### config.mk
export PLATFORM = sky130hd
export DESIGN_NAME = et_trig_decision
export DESIGN_NICKNAME = d
export VERILOG_FILES = /design/src/rtl/et_trig_decision_pkg.sv /design/src/rtl/et_trig_decision_prescaler.sv /design/src/rtl/et_trig_decision.sv
export SDC_FILE = /design/constraint.sdc
export NUM_CORES = 1
export LEC_CHECK = 0
export ABC_AREA = 1
export BUFFER_PORTS_ARGS = -buffer_cell sky130_fd_sc_hd__buf_2
export CAP_MARGIN = 20
export CORE_ASPECT_RATIO = 0.5
export CORE_MARGIN = 3
export CORE_UTILIZATION = 56
export DETAILED_ROUTE_END_ITERATION = 8
export GPL_ROUTABILITY_DRIVEN = 0
export PLACE_DENSITY = 0.93
export SYNTH_ARGS = -nofsm -noshare
export SYNTH_HDL_FRONTEND = slang
export SYNTH_SLANG_ARGS = --single-unit
export TNS_END_PERCENT = 20
### constraint.sdc
create_clock -name clk -period 9.8 [get_ports clk]
set_clock_uncertainty 0.1 [all_clocks]
set_input_delay 1.47 -clock clk [delete_from_list [all_inputs] [get_ports clk]]
set_output_delay 1.47 -clock clk [all_outputs]
set_load 0.005 [all_outputs]
### src/rtl/et_trig_decision_pkg.sv
// Shared types and helpers for the ET trigger decision block.
// State encoding, ET word fields and a saturating counter increment.
package et_trig_decision_pkg;

  typedef enum logic {
    IDLE = 1'b0,
    DEAD = 1'b1
  } state_e;

  localparam int IS_ET_BIT = 16;
  localparam int ET_MSB    = 15;
  localparam int VETO_W    = 32;

  function automatic logic [63:0] sat_inc(
    input logic [63:0] v,
    input logic [63:0] max,
    input logic        en
  );
    return (en && v != max) ? v + 64'd1 : v;
  endfunction

endpackage

### src/rtl/et_trig_decision_prescaler.sv
// Prescale counter: fires on every eff_ps-th clean tick.
// Compare uses >= so a lowered prescale fires on the next tick.
module trig_prescaler #(
  parameter int PS_W = 16
) (
  input  logic            clk,
  input  logic            rst,
  input  logic            clr,
  input  logic            tick,
  input  logic [PS_W-1:0] prescale,
  output logic            fire
);

  logic [PS_W-1:0] r_ps_cnt;
  logic [PS_W-1:0] w_eff;
  logic [PS_W-1:0] w_cnt;

  assign w_eff = (prescale == '0) ? PS_W'(1) : prescale;
  assign w_cnt = clr ? '0 : r_ps_cnt;
  assign fire  = tick & (w_cnt >= w_eff - PS_W'(1));

  always_ff @(posedge clk or posedge rst) begin
    if (rst) begin
      r_ps_cnt <= '0;
    end else if (fire) begin
      r_ps_cnt <= '0;
    end else if (tick) begin
      r_ps_cnt <= w_cnt + PS_W'(1);
    end else if (clr) begin
      r_ps_cnt <= '0;
    end
  end

endmodule

### src/rtl/et_trig_decision.sv
// Physics trigger decision: ET threshold, veto mask, prescale, dead time.
// Registered trigger pulse, last-accept record and per-spill counters.
module et_trig_decision
  import et_trig_decision_pkg::*;
#(
  parameter int CNT_W  = 32,
  parameter int DEAD_W = 8,
  parameter int PS_W   = 16
) (
  input  logic              clk,
  input  logic              rst,
  input  logic              in_spill,
  input  logic              in_ena_trig,
  input  logic              in_ena_delta,
  input  logic [16:0]       in_et,
  input  logic [VETO_W-1:0] in_veto,
  input  logic [31:0]       timestamp,
  input  logic [15:0]       et_thre,
  input  logic [VETO_W-1:0] veto_mask,
  input  logic [PS_W-1:0]   prescale,
  input  logic [DEAD_W-1:0] dead_time,
  output logic              out_trig,
  output logic [31:0]       out_trig_ts,
  output logic [15:0]       out_trig_et,
  output logic [CNT_W-1:0]  cnt_raw,
  output logic [CNT_W-1:0]  cnt_vetoed,
  output logic [CNT_W-1:0]  cnt_dead,
  output logic [CNT_W-1:0]  cnt_accept,
  output logic              busy
);

  localparam logic [63:0] CMAX = 64'({CNT_W{1'b1}});

  state_e            r_state;
  logic [DEAD_W-1:0] r_dead;
  logic              r_spill;
  logic              r_trig;
  logic              r_busy;
  logic [31:0]       r_ts;
  logic [15:0]       r_et;
  logic [CNT_W-1:0]  r_raw;
  logic [CNT_W-1:0]  r_vet;
  logic [CNT_W-1:0]  r_dcnt;
  logic [CNT_W-1:0]  r_acc;

  logic w_gate;
  logic w_cand;
  logic w_vet;
  logic w_clean;
  logic w_rise;
  logic w_idle;
  logic w_tick;
  logic w_fire;
  logic w_lost;

  assign w_gate  = in_spill & in_ena_trig & ~in_ena_delta;
  assign w_cand  = w_gate & in_et[IS_ET_BIT] &
                   (in_et[ET_MSB:0] > et_thre);
  assign w_vet   = |(in_veto & veto_mask);
  assign w_clean = w_cand & ~w_vet;
  assign w_rise  = in_spill & ~r_spill;
  // a spill start forces IDLE, so the edge cycle may accept
  assign w_idle  = (r_state == IDLE) | w_rise;
  assign w_tick  = w_clean & w_idle;
  assign w_lost  = w_clean & ~w_idle;

  trig_prescaler #(
    .PS_W(PS_W)
  ) u_ps (
    .clk     (clk),
    .rst     (rst),
    .clr     (w_rise),
    .tick    (w_tick),
    .prescale(prescale),
    .fire    (w_fire)
  );

  always_ff @(posedge clk or posedge rst) begin
    if (rst) begin
      r_state <= IDLE;
      r_dead  <= '0;
      r_spill <= 1'b0;
      r_trig  <= 1'b0;
      r_busy  <= 1'b0;
      r_ts    <= '0;
      r_et    <= '0;
    end else begin
      r_spill <= in_spill;
      r_trig  <= w_fire;
      if (w_fire) begin
        r_ts <= timestamp;
        r_et <= in_et[ET_MSB:0];
      end else if (w_rise) begin
        r_ts <= '0;
        r_et <= '0;
      end
      if (w_fire && dead_time != '0) begin
        r_state <= DEAD;
        r_busy  <= 1'b1;
        r_dead  <= dead_time;
      end else if (w_rise) begin
        r_state <= IDLE;
        r_busy  <= 1'b0;
        r_dead  <= '0;
      end else if (r_state == DEAD) begin
        r_dead <= r_dead - DEAD_W'(1);
        if (r_dead == DEAD_W'(1)) begin
          r_state <= IDLE;
          r_busy  <= 1'b0;
        end
      end
    end
  end

  always_ff @(posedge clk or posedge rst) begin
    if (rst) begin
      r_raw  <= '0;
      r_vet  <= '0;
      r_dcnt <= '0;
      r_acc  <= '0;
    end else begin
      r_raw  <= CNT_W'(sat_inc(w_rise ? '0 : 64'(r_raw),
                               CMAX, w_cand));
      r_vet  <= CNT_W'(sat_inc(w_rise ? '0 : 64'(r_vet),
                               CMAX, w_cand & w_vet));
      r_dcnt <= CNT_W'(sat_inc(w_rise ? '0 : 64'(r_dcnt),
                               CMAX, w_lost));
      r_acc  <= CNT_W'(sat_inc(w_rise ? '0 : 64'(r_acc),
                               CMAX, w_fire));
    end
  end

  assign out_trig    = r_trig;
  assign out_trig_ts = r_ts;
  assign out_trig_et = r_et;
  assign cnt_raw     = r_raw;
  assign cnt_vetoed  = r_vet;
  assign cnt_dead    = r_dcnt;
  assign cnt_accept  = r_acc;
  assign busy        = r_busy;

endmodule

# --- After elaboration in Yosys (flattened, before gate mapping) ---
# Index checks and enable logic that the tools add are counted.
# W data, S select, Z words.
word_totals:
  ff_bits: 204
  latchBits: 0
  ramBits: 0
  romBits: 0
  in_bits: 158
  output_inout_bits: 178
  elab_cells: 82
  mem_count: 0
op_classes:
  n_addsub: 7
  mul: 0
  n_div: 0
  n_lt_le_gt_ge: 2
  n_eq_ne: 5
  n_shift: 0
  muxes: 27
  bitwise: 17
  n_reduce_logical: 12
ops:
  columns: ["op", "count"]
  rows:
  - ["$mux W32", 10]
  - ["$add A32 B1 Y32 const B", 4]
  - ["$ne A32 B32 Y1 const B", 4]
  - ["$mux W16", 6]
  - ["$and A32 B32 Y32", 1]
  - ["$reduce_or A32 Y1", 1]
  - ["$mux W8", 3]
  - ["$add A16 B1 Y16 const B", 1]
  - ["$ge A16 B16 Y1", 1]
  - ["$gt A16 B16 Y1", 1]
  - ["$logic_not A16 Y1", 1]
  - ["$sub A16 B1 Y16 const B", 1]
  - ["$and A1 B1 Y1", 10]
  - ["$eq A8 B1 Y1 const B", 1]
  - ["$mux W1", 8]
  - ["$reduce_bool A8 Y1", 1]
  - ["$sub A8 B1 Y8 const B", 1]
  - ["$reduce_bool A3 Y1", 2]
  - ["$logic_and A1 B1 Y1", 5]
  - ["$not A1 Y1", 5]
  - ["$reduce_and A2 Y1", 1]
  - ["$reduce_bool A2 Y1", 1]
  - ["$or A1 B1 Y1", 1]

# --- Depth between registers and ports, before layout ---
depth:
  depth_word: 10
  ltp_mapped: 26
  mapped_depth_nobuf: 24

# --- Cells and area by module ---
# A second synthesis with hierarchy kept.
unflattened:
  cells_unflattened: 2268
  hier_area_um2: 14821.7
modules_own_cells:
  columns: ["mod", "n_inst", "cells_each", "area_per_inst_um2", "seq_area_each_um2"]
  rows:
  - ["et_trig_decision", 1, 2007, 12992.5, 4704.5]
  - ["trig_prescaler", 1, 261, 1829.3, 400.4]

# --- Worst setup path before layout ---
# Ideal clock, no wire load.
synth_path:
  path_type: "input to register"
  from: "input prescale[13]"
  to: "register r_dead[7]"
  setup_time_ns: 0.118
  arrival_time_ns: 4.475
  required_ns: 9.582
  path_slack_ns: 5.107
  stages: 22
  path_buffers: 2
  path_cell_list: "or2_2 -> nor3_1 -> a31oi_1 -> ha_1 -> nand3b_1 -> nor2_1 -> nand3_1 -> nor3_1 -> xor2_1 -> inv_1 -> ha_1 -> nand2_1 -> nor2_1 -> nand2_1 -> nor4_1 -> nor2_1 -> nor2_2 -> buf_2 -> buf_2 -> nand3b_1 -> nand3_1 -> nand2_1"
synth_via:
  elab_chain_len: 7
  word_cells_on_any_way: 8
  classes_between: "1 x add/sub; 1 x order compare; 2 x mux; 1 x bitwise; 3 x reduce/logical"
synth_rtl:
  columns: ["element", "line", "text"]
  rows:
  - ["start: declaration", "et_trig_decision.sv:20", "input logic [PS_W-1:0] prescale,"]
  - ["$logic_not A16 Y1", "et_trig_decision_prescaler.sv:18", "assign w_eff = (prescale == '0) ? PS_W'(1) : prescale;"]
  - ["$mux W16 (*)", "et_trig_decision_prescaler.sv:18", null]
  - ["$sub A16 B1 Y16 (*)", "et_trig_decision_prescaler.sv:20", "assign fire = tick & (w_cnt >= w_eff - PS_W'(1));"]
  - ["$ge A16 B16 Y1 (*)", "et_trig_decision_prescaler.sv:20", null]
  - ["$and A1 B1 Y1 (*)", "et_trig_decision_prescaler.sv:20", null]
  - ["$logic_and A1 B1 Y1 (*)", "et_trig_decision.sv:97", "if (w_fire && dead_time != '0) begin"]
  - ["$reduce_bool A3 Y1 (no line) / $mux W8 (equally long branches)", null, null]
  - ["end signal: assignment", "et_trig_decision.sv:100", "r_dead <= dead_time;"]
  - ["end signal: assignment", "et_trig_decision.sv:106", "r_dead <= r_dead - DEAD_W'(1);"]
  - ["end: declaration", "et_trig_decision.sv:35", "logic [DEAD_W-1:0] r_dead;"]
# Every way passes the cells marked *; elsewhere a longest branch is shown, timed or not.
# A chain may end at the register's enable or synchronous reset.

# --- Worst setup path in the final report ---
layout_path:
  from: "input prescale[5]"
  to: "register r_acc[2] (netlist: cnt_accept[2])"
layout_via:
  elab_chain_len: 7
layout_rtl:
  columns: ["element", "line", "text"]
  rows:
  - ["$logic_not A16 Y1", "et_trig_decision_prescaler.sv:18", null]
  - ["$mux W16 (*)", "et_trig_decision_prescaler.sv:18", null]
  - ["$sub A16 B1 Y16 (*)", "et_trig_decision_prescaler.sv:20", null]
  - ["$ge A16 B16 Y1 (*)", "et_trig_decision_prescaler.sv:20", null]
  - ["$and A1 B1 Y1 (*)", "et_trig_decision_prescaler.sv:20", null]
  - ["$logic_and A1 B1 Y1 (*)", "et_trig_decision_pkg.sv:19", "return (en && v != max) ? v + 64'd1 : v;"]
  - ["$mux W32 (*)", "et_trig_decision_pkg.sv:19", null]
  - ["end signal: assignment", "et_trig_decision.sv:128", "r_acc <= CNT_W'(sat_inc(w_rise ? '0 : 64'(r_acc),"]
  - ["end: declaration", "et_trig_decision.sv:44", "logic [CNT_W-1:0] r_acc;"]
# Marked as above.

==> results.txt <==
- After synthesis, the largest area contributor takes up 36.7% of total cell area.
- After global routing, the most crowded layer is met2.
- Via Count: 14284
* Timing-limited maximum frequency: about 0.17 GHz
- The largest total area in the synthesized netlist belongs to dfrtp_1.
* Count of state elements after synthesis: ~200
- Fraction of registers with async set/reset: 100%
- Max-Cap Viols: 0
- In the routed design, unresolved DRC markers number 0.
- M2 GR Usage: about 48%
* Transition time at the pin with the least slew margin: a little under 1 ns
- Global routing used 4.91% of the available met3 tracks.
- In this run the number of H-tree levels came out at 1.
- After layout, the worst path uses approximately three fifths of the clock period.
- The core region is approximately 24000 sq um.
- Crit. End Element: register
* Clock Tree Root: clkbuf_16
- Area grow syn2layout: 17.4%
* Number of pins with negative max-slew slack in the final report: 0
- Time the final worst path needs with I/O delays and setup: a little under 6 ns
* Prevailing post-synth register cell: dfrtp_1
- Minimum setup slack after placement: 3.35 ns
* Total number of clock tree sinks: between 200 and 250
- Syn Area/Cell: between 7 and 8 sq um
- At the worst endpoint, the arrival time is 6.31 ns.
- In this run the cell area of the synthesized design comes to around 14000 sq um.
- Synth Warn #: 0
* Total Nets Final: approximately 2500
* Net Count, Synth: approximately 2200
- Fin worst setup slack: between 3 and 4 ns
- Setup repair after global routing left no endpoint under its margin.
- Of the cells placed in the final design, the portion with a size suffix greater than 1 is between 10% and 20%.
- From bottom edge to top edge, the die measures between 100 and 150 um.
- The number of gates resized after CTS was 0.
- Dividing the detail-routed via count by the number of cells gives 5.41.
* Post-route insts no fill: roughly 2600
- After routing, the total negative slack on setup checks comes to 0 ns.
- In the synthesized netlist, the number of instances is roughly 2000.
- In this run the tightest slew margin relative to its limit is 35.9%.
- The worst-case IR drop observed on VDD is ~0.00011 V.
* Detailed placement HPWL: a little under 30 mm
- Number of buffers added by the clock tree synthesis step: 20
* Power per standard cell area: between 100 and 150 nW/um^2
* Number of antenna violations at the first check in global routing: 1
* Leakage power of the design: between 8 and 9 nW
- Counting along the longest clock path gives a buffer depth of 3.
- The worst setup path is launched from an input pin.
- Top post-synthesis cells by count: nand2_1, nor2_1, dfrtp_1
- Most numerous cell in the Yosys netlist: nand2_1
- The clock reaches the later pin of the worst-skew pair after between 0.5 and 0.6 ns.
- The floorplan step defined a die boundary enclosing ~27000 sq um.
- The final hold violation count is 0.
* Post-CTS setup buffers: 0
- Utilization after layout: about two thirds
- The die is ~230 um wide.
- Largest fanout of any net on the critical path: 66
* Number of port buffers: around 340
- In this run the remaining antenna-violating nets after routing total 0.
- For met1 alone, demand over resource in global routing was about two fifths.
- CTS hold repair buffers: 0
- Required time at the worst-slack endpoint: roughly 10 ns
* Global-route usage over all layers: between 20 and 30%
- The initialized floorplan defines 40 standard-cell rows.
- Starting DRC count in detailed routing: ~1300
- Part of the Yosys area used for sequential elements: 36.7%
- Setup violations remaining at the end of the flow were counted as 0.
* Largest net degree at the start of global routing: around 130
* Number of enable-type register cells in the synthesized netlist: 0
* Run status: complete, no violations
- Clock tree from TritonCTS: done
* Post-DR wirelength/cell: approximately 15 um
- Post-synth cell types: 43
- Summed over all layers, the routed wires come to approximately 40 mm.
- Counting the fill cells in the layout gives approximately 1900.
* Number of primary I/O pins: ~340
* Kind of critical path: in -> reg
* Vias in the first global route: 13432
- Effective utilization at floorplan: a little under three fifths
- Clock-pin slew on the worst setup and hold paths: approximately 0.07 ns
* Global route total overflow: 0
- The worst hold path belongs to the class reg -> reg.
- Placed Cells incl. Taps: between 2000 and 3000
- Sorting the synthesized cells by area gives the leading types as dfrtp_1, nand2_1, nor2_1, xor2_1, inv_1.
* Wire length of the first global-routing pass: about 65 mm
* Number of optimization iterations in the first detailed-route pass: 6
[cells in the final DEF, fill, tap and decap left out, types with 8 or more instances in the layout]
| master | count |
|---|---|
| nand2_1 | 645 |
| buf_2 | 335 |
| nor2_1 | 257 |
| dfrtp_1 | 204 |
| inv_1 | 201 |
| nand3_1 | 141 |
| xor2_1 | 94 |
| nor3_1 | 61 |
| o21ai_0 | 60 |
| xnor2_1 | 46 |
| ha_1 | 40 |
| nand4_1 | 36 |
| a21oi_1 | 21 |
| clkbuf_16 | 21 |
| nor3_2 | 16 |
| nand2_2 | 16 |
| nor2_2 | 14 |
| o21ai_1 | 12 |
| nor4_1 | 11 |
| nand3b_1 | 8 |
| buf_4 | 8 |
[sequential cells by signal, summed over array words and instances (netlist names)]
register / count
r_state: 1
busy: 1
cnt_raw: 32
cnt_vetoed: 32
r_spill: 1
u_ps.r_ps_cnt: 16
out_trig: 1
cnt_accept: 32
r_dead: 8
out_trig_ts: 32
out_trig_et: 16
cnt_dead: 32
[critical path, cell delays in order]
cell and delay, ns:
buf_2 0.12, nor2_1 0.05, nand2_1 0.08, nor2_1 0.05, a31oi_1 0.31, ha_1 0.27, nand3b_1 0.14, nor2_1 0.24
nand3_1 0.16, nor3_1 0.21, xor2_1 0.16, inv_1 0.05, ha_1 0.27, nand2_1 0.06, nor2_1 0.14, nand2_1 0.09
nor4_1 0.23, nor2_1 0.16, nor2_4 0.12, buf_4 0.55, nand2_2 0.48, inv_2 0.63, nand3_1 0.14, nand2_1 0.11
[power by group]
part	leakage [nW]	internal (mW)	switching [mW]
clock	0.337	0.474	0.346
combinational	5.34	0.0641	0.103
sequential	2.84	0.850	0.00889
total	8.52	1.39	0.458
[stage by stage]
stage / hold WS (ns) / total power [mW] / cell area, sq um
after floorplan: 0.364 / 0.981 / 13900
after global placement: 0.354 / 1.03 / 15700
after detailed placement: 0.383 / 1.04 / 15700
after CTS: 0.398 / 1.86 / 16300
after global routing: 0.425 / 1.92 / 16400
final: 0.395 / 1.85 / 16400
[area by class of cell]
cell class | instances | area (sq um) | share of cell area, %
Antenna cell | 1 | 2.50 | 0.0153
Clock buffer | 26 | 584 | 3.57
Clock inverter | 8 | 96.3 | 0.589
Inverter | 210 | 796 | 4.87
Multi-Input combinational cell | 1511 | 7610 | 46.5
Sequential cell | 204 | 5100 | 31.2
Tap cell | 336 | 420 | 2.57
Timing Repair Buffer | 343 | 1740 | 10.6
[kinds of logic after synthesis]
| logic type | Yosys count | share of synthesized area (%) |
|---|---|---|
| flip-flops | 204 | 36.7 |
| AO/OA/AOI/OAI | 103 | 3.89 |
| AND/OR/NAND/NOR | 1228 | 38.3 |
| buffers and inverters | 274 | 8.77 |
| adder cells (fa/ha/maj) | 40 | 3.59 |
| XOR/XNOR | 140 | 8.81 |
[worst paths after layout]
path,start,to,slack [ns],cells after the start
hold reg to reg,out_trig_et[5]$_DFFE_PP0P_,out_trig_et[5]$_DFFE_PP0P_,0.40,2
setup / recovery,prescale[5],cnt_accept[2]$_DFF_PP0_,3.84,24
hold / removal,out_trig_et[5]$_DFFE_PP0P_,out_trig_et[5]$_DFFE_PP0P_,0.40,2
min in group asynchronous,rst,cnt_vetoed[22]$_DFF_PP0_,1.04,2
setup reg to reg,r_spill$_DFF_PP0_,cnt_dead[18]$_DFF_PP0_,5.19,15
max in group asynchronous,rst,cnt_raw[22]$_DFF_PP0_,7.08,3
[metal layers]
| metal | vias to the layer above | wire (um) |
|---|---|---|
| met3 | 120 | 3480 |
| met2 | 734 | 18900 |
| met1 | 6568 | 16500 |
| li1 | 6862 | - |
| met5 | - | 0 |
| met4 | 0 | 1510 |
No activity file was read; power rests on OpenSTA's default activity.
